## config.mk

```make
export PLATFORM = sky130hd
export DESIGN_NAME = draw_point_fb_writer
export DESIGN_NICKNAME = d
export VERILOG_FILES = /design/src/rtl/draw_point_fb_writer.sv
export SDC_FILE = /design/constraint.sdc
export NUM_CORES = 1
export LEC_CHECK = 0
export BUFFER_PORTS_ARGS = -buffer_cell sky130_fd_sc_hd__buf_2
export CAP_MARGIN = 20
export CORE_MARGIN = 2
export CORE_UTILIZATION = 60
export DETAILED_ROUTE_END_ITERATION = 7
export PLACE_DENSITY_LB_ADDON = 0.1
export SLEW_MARGIN = 20
export SYNTH_ARGS = -nofsm -noshare
export SYNTH_HDL_FRONTEND = slang
export SYNTH_SLANG_ARGS = --single-unit
```

## constraint.sdc

```tcl
create_clock -name csi_clock_clk -period 5.1 [get_ports csi_clock_clk]
set_input_delay 0.255 -clock csi_clock_clk [delete_from_list [all_inputs] [get_ports csi_clock_clk]]
set_output_delay 0.255 -clock csi_clock_clk [all_outputs]
set_load 0.02 [all_outputs]
```

## src/rtl/draw_point_fb_writer.sv

```systemverilog
// -----------------------------------------------------------------------------
// draw_point_fb_writer
//
// Turns the DrawPoint point stream into 16-bit pixel writes on an Avalon-MM
// write master. Each point is bounds-checked on capture. Accepted points are
// converted to a word address and pushed into a small FIFO, so the point source
// never has to wait on frame-buffer stalls. A two-state write master drains the
// FIFO in arrival order, one transfer per cycle when the slave does not stall.
//
// Ports
//   csi_clock_clk          clock, shared with the DrawPoint master
//   rsi_reset_reset_n      asynchronous active-low reset
//   coe_dps_ul1Update      point strobe, one point per high cycle
//   coe_dps_ul9PosX/PosY   point coordinates
//   coe_dps_ul12Rgb12Data  point colour
//   avm_fb_*               Avalon-MM write master into the frame buffer
//   coe_stat_ul16Dropped*  saturating drop counters (out of range / FIFO full)
//   coe_stat_ul1Busy       capture stage, FIFO or write master still active
// -----------------------------------------------------------------------------
module draw_point_fb_writer #(
   parameter int unsigned FB_WIDTH   = 320,
   parameter int unsigned FB_HEIGHT  = 240,
   parameter int unsigned FB_BASE    = 0,
   parameter int unsigned ADDR_W     = 24,
   parameter int unsigned FIFO_DEPTH = 8
) (
   input  logic              csi_clock_clk,
   input  logic              rsi_reset_reset_n,
   input  logic              coe_dps_ul1Update,
   input  logic [8:0]        coe_dps_ul9PosX,
   input  logic [8:0]        coe_dps_ul9PosY,
   input  logic [11:0]       coe_dps_ul12Rgb12Data,
   output logic [ADDR_W-1:0] avm_fb_address,
   output logic              avm_fb_write,
   output logic [15:0]       avm_fb_writedata,
   output logic [1:0]        avm_fb_byteenable,
   input  logic              avm_fb_waitrequest,
   output logic [15:0]       coe_stat_ul16DroppedRange,
   output logic [15:0]       coe_stat_ul16DroppedFull,
   output logic              coe_stat_ul1Busy
);

   localparam int unsigned PTR_W = $clog2(FIFO_DEPTH);

   typedef struct packed {
      logic [ADDR_W-1:0] addr;
      logic [15:0]       data;
   } fb_req_t;

   typedef enum logic {
      ST_IDLE  = 1'b0,
      ST_WRITE = 1'b1
   } state_t;

   // ---------------------------------------------------------------- stage 1
   logic        s1_valid_d, s1_valid_q;
   logic [8:0]  s1_x_d, s1_x_q;
   logic [8:0]  s1_y_d, s1_y_q;
   logic [11:0] s1_rgb_d, s1_rgb_q;
   logic        in_range;

   always_comb begin
      in_range   = (32'(coe_dps_ul9PosX) < FB_WIDTH) &&
                   (32'(coe_dps_ul9PosY) < FB_HEIGHT);
      s1_valid_d = coe_dps_ul1Update && in_range;
      s1_x_d     = s1_x_q;
      s1_y_d     = s1_y_q;
      s1_rgb_d   = s1_rgb_q;
      if (coe_dps_ul1Update) begin
         s1_x_d   = coe_dps_ul9PosX;
         s1_y_d   = coe_dps_ul9PosY;
         s1_rgb_d = coe_dps_ul12Rgb12Data;
      end
   end

   // ---------------------------------------------------------------- stage 2
   // Address arithmetic is done at ADDR_W bits so it wraps modulo 2^ADDR_W.
   fb_req_t push_req;

   always_comb begin
      push_req.addr = ADDR_W'(FB_BASE)
                    + ADDR_W'(s1_y_q) * ADDR_W'(FB_WIDTH)
                    + ADDR_W'(s1_x_q);
      push_req.data = {4'h0, s1_rgb_q};
   end

   // ------------------------------------------------------------------- FIFO
   fb_req_t          fifo_mem_q [FIFO_DEPTH];
   logic [PTR_W-1:0] wr_ptr_d, wr_ptr_q;
   logic [PTR_W-1:0] rd_ptr_d, rd_ptr_q;
   logic [PTR_W:0]   count_d, count_q;
   logic             fifo_empty, fifo_full;
   logic             push, pop, drop_full;
   fb_req_t          head;

   assign fifo_empty = (count_q == '0);
   assign fifo_full  = (count_q == (PTR_W+1)'(FIFO_DEPTH));
   assign head       = fifo_mem_q[rd_ptr_q];

   // A full FIFO still accepts the push when the write master pops the same
   // cycle, so a stall-free stream never loses points.
   always_comb begin
      push      = s1_valid_q && (!fifo_full || pop);
      drop_full = s1_valid_q && fifo_full && !pop;
      wr_ptr_d  = push ? wr_ptr_q + PTR_W'(1) : wr_ptr_q;
      rd_ptr_d  = pop  ? rd_ptr_q + PTR_W'(1) : rd_ptr_q;
      count_d   = count_q;
      case ({push, pop})
         2'b10:   count_d = count_q + (PTR_W+1)'(1);
         2'b01:   count_d = count_q - (PTR_W+1)'(1);
         default: count_d = count_q;
      endcase
   end

   // Storage needs no reset: the pointers and count define what is valid.
   always_ff @(posedge csi_clock_clk) begin
      if (push) fifo_mem_q[wr_ptr_q] <= push_req;
   end

   // ------------------------------------------------------- write master FSM
   state_t            state_d, state_q;
   logic              write_d, write_q;
   logic [ADDR_W-1:0] address_d, address_q;
   logic [15:0]       writedata_d, writedata_q;
   logic [1:0]        byteenable_d, byteenable_q;

   always_comb begin
      state_d      = state_q;
      pop          = 1'b0;
      write_d      = write_q;
      address_d    = address_q;
      writedata_d  = writedata_q;
      byteenable_d = 2'b11;
      case (state_q)
         ST_IDLE: begin
            write_d = 1'b0;
            if (!fifo_empty) begin
               pop         = 1'b1;
               write_d     = 1'b1;
               address_d   = head.addr;
               writedata_d = head.data;
               state_d     = ST_WRITE;
            end
         end
         ST_WRITE: begin
            // Transfer completes on an edge without waitrequest; chain the
            // next entry straight in so there is no idle cycle between writes.
            if (!avm_fb_waitrequest) begin
               if (!fifo_empty) begin
                  pop         = 1'b1;
                  address_d   = head.addr;
                  writedata_d = head.data;
               end else begin
                  write_d = 1'b0;
                  state_d = ST_IDLE;
               end
            end
         end
         default: begin
            write_d = 1'b0;
            state_d = ST_IDLE;
         end
      endcase
   end

   // ---------------------------------------------------------- drop counters
   logic [15:0] drop_range_d, drop_range_q;
   logic [15:0] drop_full_d, drop_full_q;

   always_comb begin
      drop_range_d = drop_range_q;
      drop_full_d  = drop_full_q;
      if (coe_dps_ul1Update && !in_range && (drop_range_q != 16'hFFFF))
         drop_range_d = drop_range_q + 16'd1;
      if (drop_full && (drop_full_q != 16'hFFFF))
         drop_full_d = drop_full_q + 16'd1;
   end

   // --------------------------------------------------------------- registers
   always_ff @(posedge csi_clock_clk or negedge rsi_reset_reset_n) begin
      if (!rsi_reset_reset_n) begin
         s1_valid_q   <= 1'b0;
         s1_x_q       <= '0;
         s1_y_q       <= '0;
         s1_rgb_q     <= '0;
         wr_ptr_q     <= '0;
         rd_ptr_q     <= '0;
         count_q      <= '0;
         state_q      <= ST_IDLE;
         write_q      <= 1'b0;
         address_q    <= '0;
         writedata_q  <= '0;
         byteenable_q <= 2'b00;
         drop_range_q <= '0;
         drop_full_q  <= '0;
      end else begin
         s1_valid_q   <= s1_valid_d;
         s1_x_q       <= s1_x_d;
         s1_y_q       <= s1_y_d;
         s1_rgb_q     <= s1_rgb_d;
         wr_ptr_q     <= wr_ptr_d;
         rd_ptr_q     <= rd_ptr_d;
         count_q      <= count_d;
         state_q      <= state_d;
         write_q      <= write_d;
         address_q    <= address_d;
         writedata_q  <= writedata_d;
         byteenable_q <= byteenable_d;
         drop_range_q <= drop_range_d;
         drop_full_q  <= drop_full_d;
      end
   end

   assign avm_fb_address            = address_q;
   assign avm_fb_write              = write_q;
   assign avm_fb_writedata          = writedata_q;
   assign avm_fb_byteenable         = byteenable_q;
   assign coe_stat_ul16DroppedRange = drop_range_q;
   assign coe_stat_ul16DroppedFull  = drop_full_q;
   assign coe_stat_ul1Busy          = s1_valid_q || !fifo_empty || (state_q == ST_WRITE);

endmodule

```

=== Word-level counts from Yosys, hierarchy flattened ===
Memory sizes are Yosys's and may differ from the RTL's.
Index checks and enable logic that the tools add are counted.

* Multipliers: 1
* Add/sub/neg operators: 7
* Mux-type cells: 17
* Eq/ne operators: 7
* Reduce and logical (&&, ||, !) cells: 18
* Bitwise logic cells: 1
* Magnitude comparators: 2

{| class="wikitable"
|+ Operators by type and width
! operator !! count
|-
| $mux 24 || 2
|-
| $pmux 24 s2 || 1
|-
| $add 16x1->16 const B || 2
|-
| $mux 16 || 2
|-
| $ne 16x16->1 const B || 2
|-
| $pmux 16 s2 || 1
|-
| $add 18x9->19 || 1
|-
| $mul 9x3->12 const B || 1
|-
| $lt 9x8->1 const B || 1
|-
| $lt 9x9->1 const B || 1
|-
| $logic_and 1x1->1 || 8
|-
| $pmux 4 s2 || 1
|-
| $mux 1 || 7
|-
| $add 3x1->3 const B || 2
|-
| $pmux 1 s2 || 3
|-
| $add 4x1->4 const B || 1
|-
| $eq 4x4->1 const B || 1
|-
| $logic_not 1->1 || 4
|-
| $logic_not 4->1 || 1
|-
| $ne 2x2->1 const B || 2
|-
| $sub 4x1->4 const B || 1
|-
| $logic_or 1x1->1 || 3
|-
| $eq 2x1->1 const B || 1
|-
| $eq 2x2->1 const B || 1
|-
| other kinds (3) || 3
|}

* Input port bits: 34
* Output and inout bits: 76
* Register bits: 116
* Memory bits (writable): 248
* Memories: 1
* Word-level logic and storage cells: 68

{| class="wikitable"
|+ Memories
! memory !! depth !! bits a word !! rd ports !! clocked after Yosys merged registers in !! wr ports !! RTL line !! RTL
|-
| fifo_mem_q || 8 || 31 || 1 || 0 || 1 || 88 || <nowiki>fb_req_t fifo_mem_q [FIFO_DEPTH];</nowiki>
|}

=== Longest topological paths before layout ===
* Depth after elaboration: 8
* Depth in mapped cells: 11

=== Worst setup path before layout ===
Ideal clock, no wire load.

* Path type: register to register
* From: register count_q[3]
* To: memory fifo_mem_q[4][0] (netlist name), enable pin
* Library setup time: 0.508 ns
* Path buffers: 0
* Data required time: 4.592 ns
* Path slack: 0.534 ns
* Data arrival time: 4.058 ns
* Stages on the path, launching flop included: 5
* Path through: dfrtp_1 and3_1 nand2_1 nand2_1 nor4b_1

* Cells in the longest elaborated chain, start to end: 8
* Elaborated cells on any way between the ends: 10

{| class="wikitable"
|+ Ends and longest elaborated chain
! element !! RTL line !! RTL
|-
| start, declared || 91 || <nowiki>logic [PTR_W:0] count_d, count_q;</nowiki>
|-
| start signal, assigned || 203 || <nowiki>count_q <= count_d;</nowiki>
|-
| $logic_not 4->1 || 96 || <nowiki>assign fifo_empty = (count_q == '0);</nowiki>
|-
| $mux 1 || 137, 149 ||
|-
| $mux 1 || 148 || <nowiki>if (!avm_fb_waitrequest) begin</nowiki>
|-
| $pmux 1 s2 || 134 || <nowiki>case (state_q)</nowiki>
|-
| $logic_or 1x1->1 * || 103 || <nowiki>push = s1_valid_q && (!fifo_full || pop);</nowiki>
|-
| $logic_and 1x1->1 * || 103 ||
|-
| $mux 1 * || 117 || <nowiki>if (push) fifo_mem_q[wr_ptr_q] <= push_req;</nowiki>
|-
| $mux 1 (not written as such) * || 117 ||
|-
| end, declared || 88 ||
|}

Mark *: on every way between the ends. The rest lies on a longest branch, timed or not.

==> results list <==
- The run finished with clean final reports.
* Worst skew pair latency: roughly 500 ps
- STA classifies the critical path startpoint as a flop.
- Number of failing hold endpoints at the final stage: 0
- Clock skew: 12.1 ps
- CTS saw ~360 sinks.
- In this run, synthesis produced a sequential element count of 355.
- Switching power: 2530 µW
* Crit path time final: 3110 ps
* Io pins: 110
- Part of the total power dissipated in sequential elements: 45.5%
* Synth warn: 0
- The number of gates resized after CTS was 0.
- Pin count of the biggest net entering global routing: between 60 and 70
* Post-route DRC: 0
* Starting DRT DRC Count: 631
- Crit Path Class: flop to flop
* Leak Pwr: 0.00641 µW
- Number of buffers on the longest clock path: 3
* Routability Congestion: 0.780
- Area growth from synthesis to layout: 17.2%
- Number of detailed-routing iterations run before antenna repair: 4
- Path type of the worst min-delay path: input pin to flop
- Seq/Total Area, Yosys: 70.4%
- The mapped netlist covers 14400 µm².
* Ys flop type: sky130_fd_sc_hd__edfxtp_1
* Area share of the leading cell type in the synthesized netlist: 51.8%
- Placed cells: 1252
- Count of mapped cells out of synthesis: between 800 and 900
- The first global-routing pass estimated between 40000 and 50000 µm of wire.
- The internal power of the cells totals 6160 µW.
- Summed over all nets, the half-perimeter wirelength after detailed placement is 16500 µm.
- Proportion of power drawn by combinational gates: between 20% and 30%
- Share of post-route cells with drive strength above 1: 27.3%
* Synth top area cells: sky130_fd_sc_hd__edfxtp_1 (52%), sky130_fd_sc_hd__dfrtp_1 (19%), sky130_fd_sc_hd__mux4_2 (9.7%), sky130_fd_sc_hd__mux2_2 (2.3%), sky130_fd_sc_hd__mux2i_1 (2.2%)
- The routed layout has 7577 vias.
- After detailed routing, the number of vias per cell comes to 5.63.
- For this run, asynchronously set or reset flops after synthesis account for 30.1%.
- Port bufs: 100
* Fin. max-slew vios: 0
- The detail route stage leaves a number of antenna-violating nets equal to 0.
- After the last flow step, the layout net total stands at 1062.
- The core region is 23500 µm².
* Number of cell rows: 56
- Final cell count without fillers: 1345
* Max stage delay on crit path: 440 ps
* Worst-path fanout max: 8
- Critical Path RT: 5350 ps
- For this design, the slowest cell found on the critical path is sky130_fd_sc_hd__o32ai_2.
* Worst hold-check slack: 20.1 ps
* Cells traversed along the worst timing path: ha_1, ha_1, a211oi_1, nor2_1, xor2_1, nand3_2, or3_4, o32ai_2
* Overall global routing resource usage: 22.5%
* Net switching share of the total power: a little under 30%
- Commonest cells after routing, fill and taps aside: sky130_fd_sc_hd__edfxtp_1 (248), sky130_fd_sc_hd__dfrtp_1 (104), sky130_fd_sc_hd__buf_2 (99), sky130_fd_sc_hd__nand2_1 (68), sky130_fd_sc_hd__mux4_2 (62)
* Via count of the first global-routing pass: 8285
- Number of enable-type register cells in the synthesized netlist: about 250
- Max-cap violations in this run came to 0.
* Distinct cell type count of the synthesized netlist: 48
- Global routing finished with a remaining overflow of 0.
- From bottom edge to top edge, the die measures roughly 160 µm.
- The library cell used most frequently in the layout, excluding fill and tap cells, is sky130_fd_sc_hd__edfxtp_1.
- Clock-pin slew was measured on the worst setup and hold paths at 60 ps.
- Setup violators final: 0
- The floorplan step set the die width to 159 µm.
* Arrival time of the worst setup path: approximately 3400 ps
* Master cell of the clock root buffer: sky130_fd_sc_hd__clkbuf_16
- Portion of total power attributed to the clock network: 30.7%
- In this run, CTS created clock tree buffers numbering 37.
* Highest attainable clock frequency: 0.321 GHz
* Number of buffers and inverters on the critical path: 0
- Total wirelength of the detailed-routed design: 27100 µm
* CP endpoint kind: flop
- Power density normalized to cell area: between 500 and 600 nW/µm²
- Dividing the detail-routed wire length by the instance count gives about 20 µm.
- Accumulated negative setup slack: 0 ps
- Antenna violations before repair: 0
- Overall die area: approximately 25000 µm²
* Slew Limit Headroom: between 20 and 30%
- Cell class contributing the biggest share of worst-path delay: compound AO/OA/AOI/OAI gates
* Syn Area/Cell: around 17 µm²
* Transition time at the pin with the least slew margin: 1060 ps
- The H-tree was split into 2 levels.
* Fin crit share: between 60% and 70%
* CTS tree: yes
- 0 antenna diodes ended up in the layout.
- Cell taking the most area after synthesis: sky130_fd_sc_hd__edfxtp_1
- Setup repair after global routing left no endpoint under its margin.
- Cell mode on critical path: sky130_fd_sc_hd__ha_1
* Starting density of the core: 61.2%
- Maximum resistive drop on vdd: between 200 and 300 µV
* Minimum setup slack among reg-to-reg paths: 1990 ps
## worst register-to-register path, cell delays in order, from the launching register on
cell                       delay, ps
sky130_fd_sc_hd__dfrtp_1         400
sky130_fd_sc_hd__ha_1            330
sky130_fd_sc_hd__ha_1            300
sky130_fd_sc_hd__a211oi_1        430
sky130_fd_sc_hd__nor2_1          140
sky130_fd_sc_hd__xor2_1          340
sky130_fd_sc_hd__nand3_2         120
sky130_fd_sc_hd__or3_4           350
sky130_fd_sc_hd__o32ai_2         440
## per-layer routing
metal / wire (µm) / GRT usage (%) / vias up
met3: 1290 / 3.32 / 36
met4: 428 / 5.88 / 0
met5: 0 / 0 / -
met1: 11100 / 29.3 / 3874
li1: - / - / 3481
met2: 14300 / 40.2 / 186
## state kept, by name (all words and copies together), names as in the netlist
name / flops
count_q: 4
s1_rgb_q: 12
fifo_mem_q: 248
s1_valid_q: 1
coe_stat_ul16DroppedFull: 16
wr_ptr_q: 3
s1_x_q: 9
avm_fb_address: 19
avm_fb_writedata: 12
coe_stat_ul16DroppedRange: 16
avm_fb_write: 1
rd_ptr_q: 3
s1_y_q: 9
state_q: 1
avm_fb_byteenable: 1
## repair_timing
| item | 4_1_cts | 5_1_grt |
|---|---|---|
| hold buffers | 29 | 0 |
| setup endpoints to repair | 0 | 0 |
| hold endpoints to repair | 84 | 0 |
| setup buffers | 0 | 0 |
## power by group through the flow
stage	combinational (µW)	sequential [µW]	clock, µW
after floorplan	1490	3970	0
after global placement	2010	3990	0
after detailed placement	2080	4020	0
after CTS	2110	3960	2720
after global routing	2260	4020	2840
final	2070	3950	2660
## synthesized netlist by cell type, types with 2 or more instances
| library cell | count |
|---|---|
| sky130_fd_sc_hd__edfxtp_1 | 248 |
| sky130_fd_sc_hd__fa_1 | 3 |
| sky130_fd_sc_hd__and2_1 | 2 |
| sky130_fd_sc_hd__nor2b_1 | 4 |
| sky130_fd_sc_hd__dfrtp_1 | 107 |
| sky130_fd_sc_hd__ha_1 | 24 |
| sky130_fd_sc_hd__nor3b_1 | 3 |
| sky130_fd_sc_hd__a21oi_1 | 8 |
| sky130_fd_sc_hd__nand4_1 | 7 |
| sky130_fd_sc_hd__buf_2 | 6 |
| sky130_fd_sc_hd__nor4_1 | 5 |
| sky130_fd_sc_hd__a21o_1 | 2 |
| sky130_fd_sc_hd__and3_1 | 6 |
| sky130_fd_sc_hd__nor2_1 | 18 |
| sky130_fd_sc_hd__buf_1 | 4 |
| sky130_fd_sc_hd__nand3b_1 | 2 |
| sky130_fd_sc_hd__xor2_1 | 20 |
| sky130_fd_sc_hd__inv_1 | 21 |
| sky130_fd_sc_hd__nor4b_1 | 2 |
| sky130_fd_sc_hd__clkbuf_1 | 20 |
| sky130_fd_sc_hd__nand2_1 | 69 |
| sky130_fd_sc_hd__mux2i_1 | 31 |
| sky130_fd_sc_hd__conb_1 | 2 |
| sky130_fd_sc_hd__nor3_1 | 13 |
| sky130_fd_sc_hd__mux4_2 | 62 |
| sky130_fd_sc_hd__xnor2_1 | 27 |
| sky130_fd_sc_hd__nand3_1 | 14 |
| sky130_fd_sc_hd__mux2_2 | 29 |
| sky130_fd_sc_hd__buf_4 | 10 |
| sky130_fd_sc_hd__nand2b_1 | 4 |
| sky130_fd_sc_hd__and4_1 | 3 |
| sky130_fd_sc_hd__or3_1 | 5 |
| sky130_fd_sc_hd__o21ai_0 | 39 |
| sky130_fd_sc_hd__o21a_1 | 3 |
## through the flow
stage | util (%) | total power, µW | worst slack (ps) | cell area [µm²]
6_report | 71.8 | 8680 | 1990 | 16800
5_1_grt | 71.8 | 9120 | 1750 | 16800
4_1_cts | 71.8 | 8800 | 1970 | 16800
3_5_place_dp | 65.4 | 6100 | 1990 | 15300
3_3_place_gp | 65.4 | 6000 | 2100 | 15300
2_1_floorplan | - | 5450 | 534 | 14400
## worst paths after layout
check                               startpoint                      endpoint  cells after the start
min in group asynchronous    rsi_reset_reset_n  coe_stat_ul16DroppedFull[12]                      2
max in group asynchronous    rsi_reset_reset_n                     s1_y_q[0]                      3
hold reg to reg            avm_fb_writedata[1]           avm_fb_writedata[1]                      2
hold / removal              coe_dps_ul9PosY[7]                     s1_y_q[7]                      2
setup / recovery                     s1_y_q[2]             fifo_mem_q[7][29]                      8
setup reg to reg                     s1_y_q[2]             fifo_mem_q[7][29]                      8
## kinds of logic after synthesis
| group | after synthesis | share of synthesized area (%) |
|---|---|---|
| xor gates and xnor gates | 47 | 2.86 |
| muxes | 122 | 14.1 |
| other | 2 | 0.0522 |
| and+or+nand+nor | 161 | 5.50 |
| DFF | 355 | 70.4 |
| adders and majority gates | 27 | 2.51 |
| AOI/OAI and AO/OA | 62 | 2.60 |
| buffers and inverters | 61 | 1.91 |
## cell type report
| cell class | instances | area (µm²) |
|---|---|---|
| timing repair buffer | 149 | 943 |
| multi-input combinational | 437 | 4090 |
| clock buffer | 43 | 948 |
| inverter | 21 | 78.8 |
| tap | 319 | 399 |
| sequential | 355 | 10100 |
| clock inverter | 21 | 258 |
| fill | 1471 | 6630 |
No activity file was read; power rests on OpenSTA's default activity.
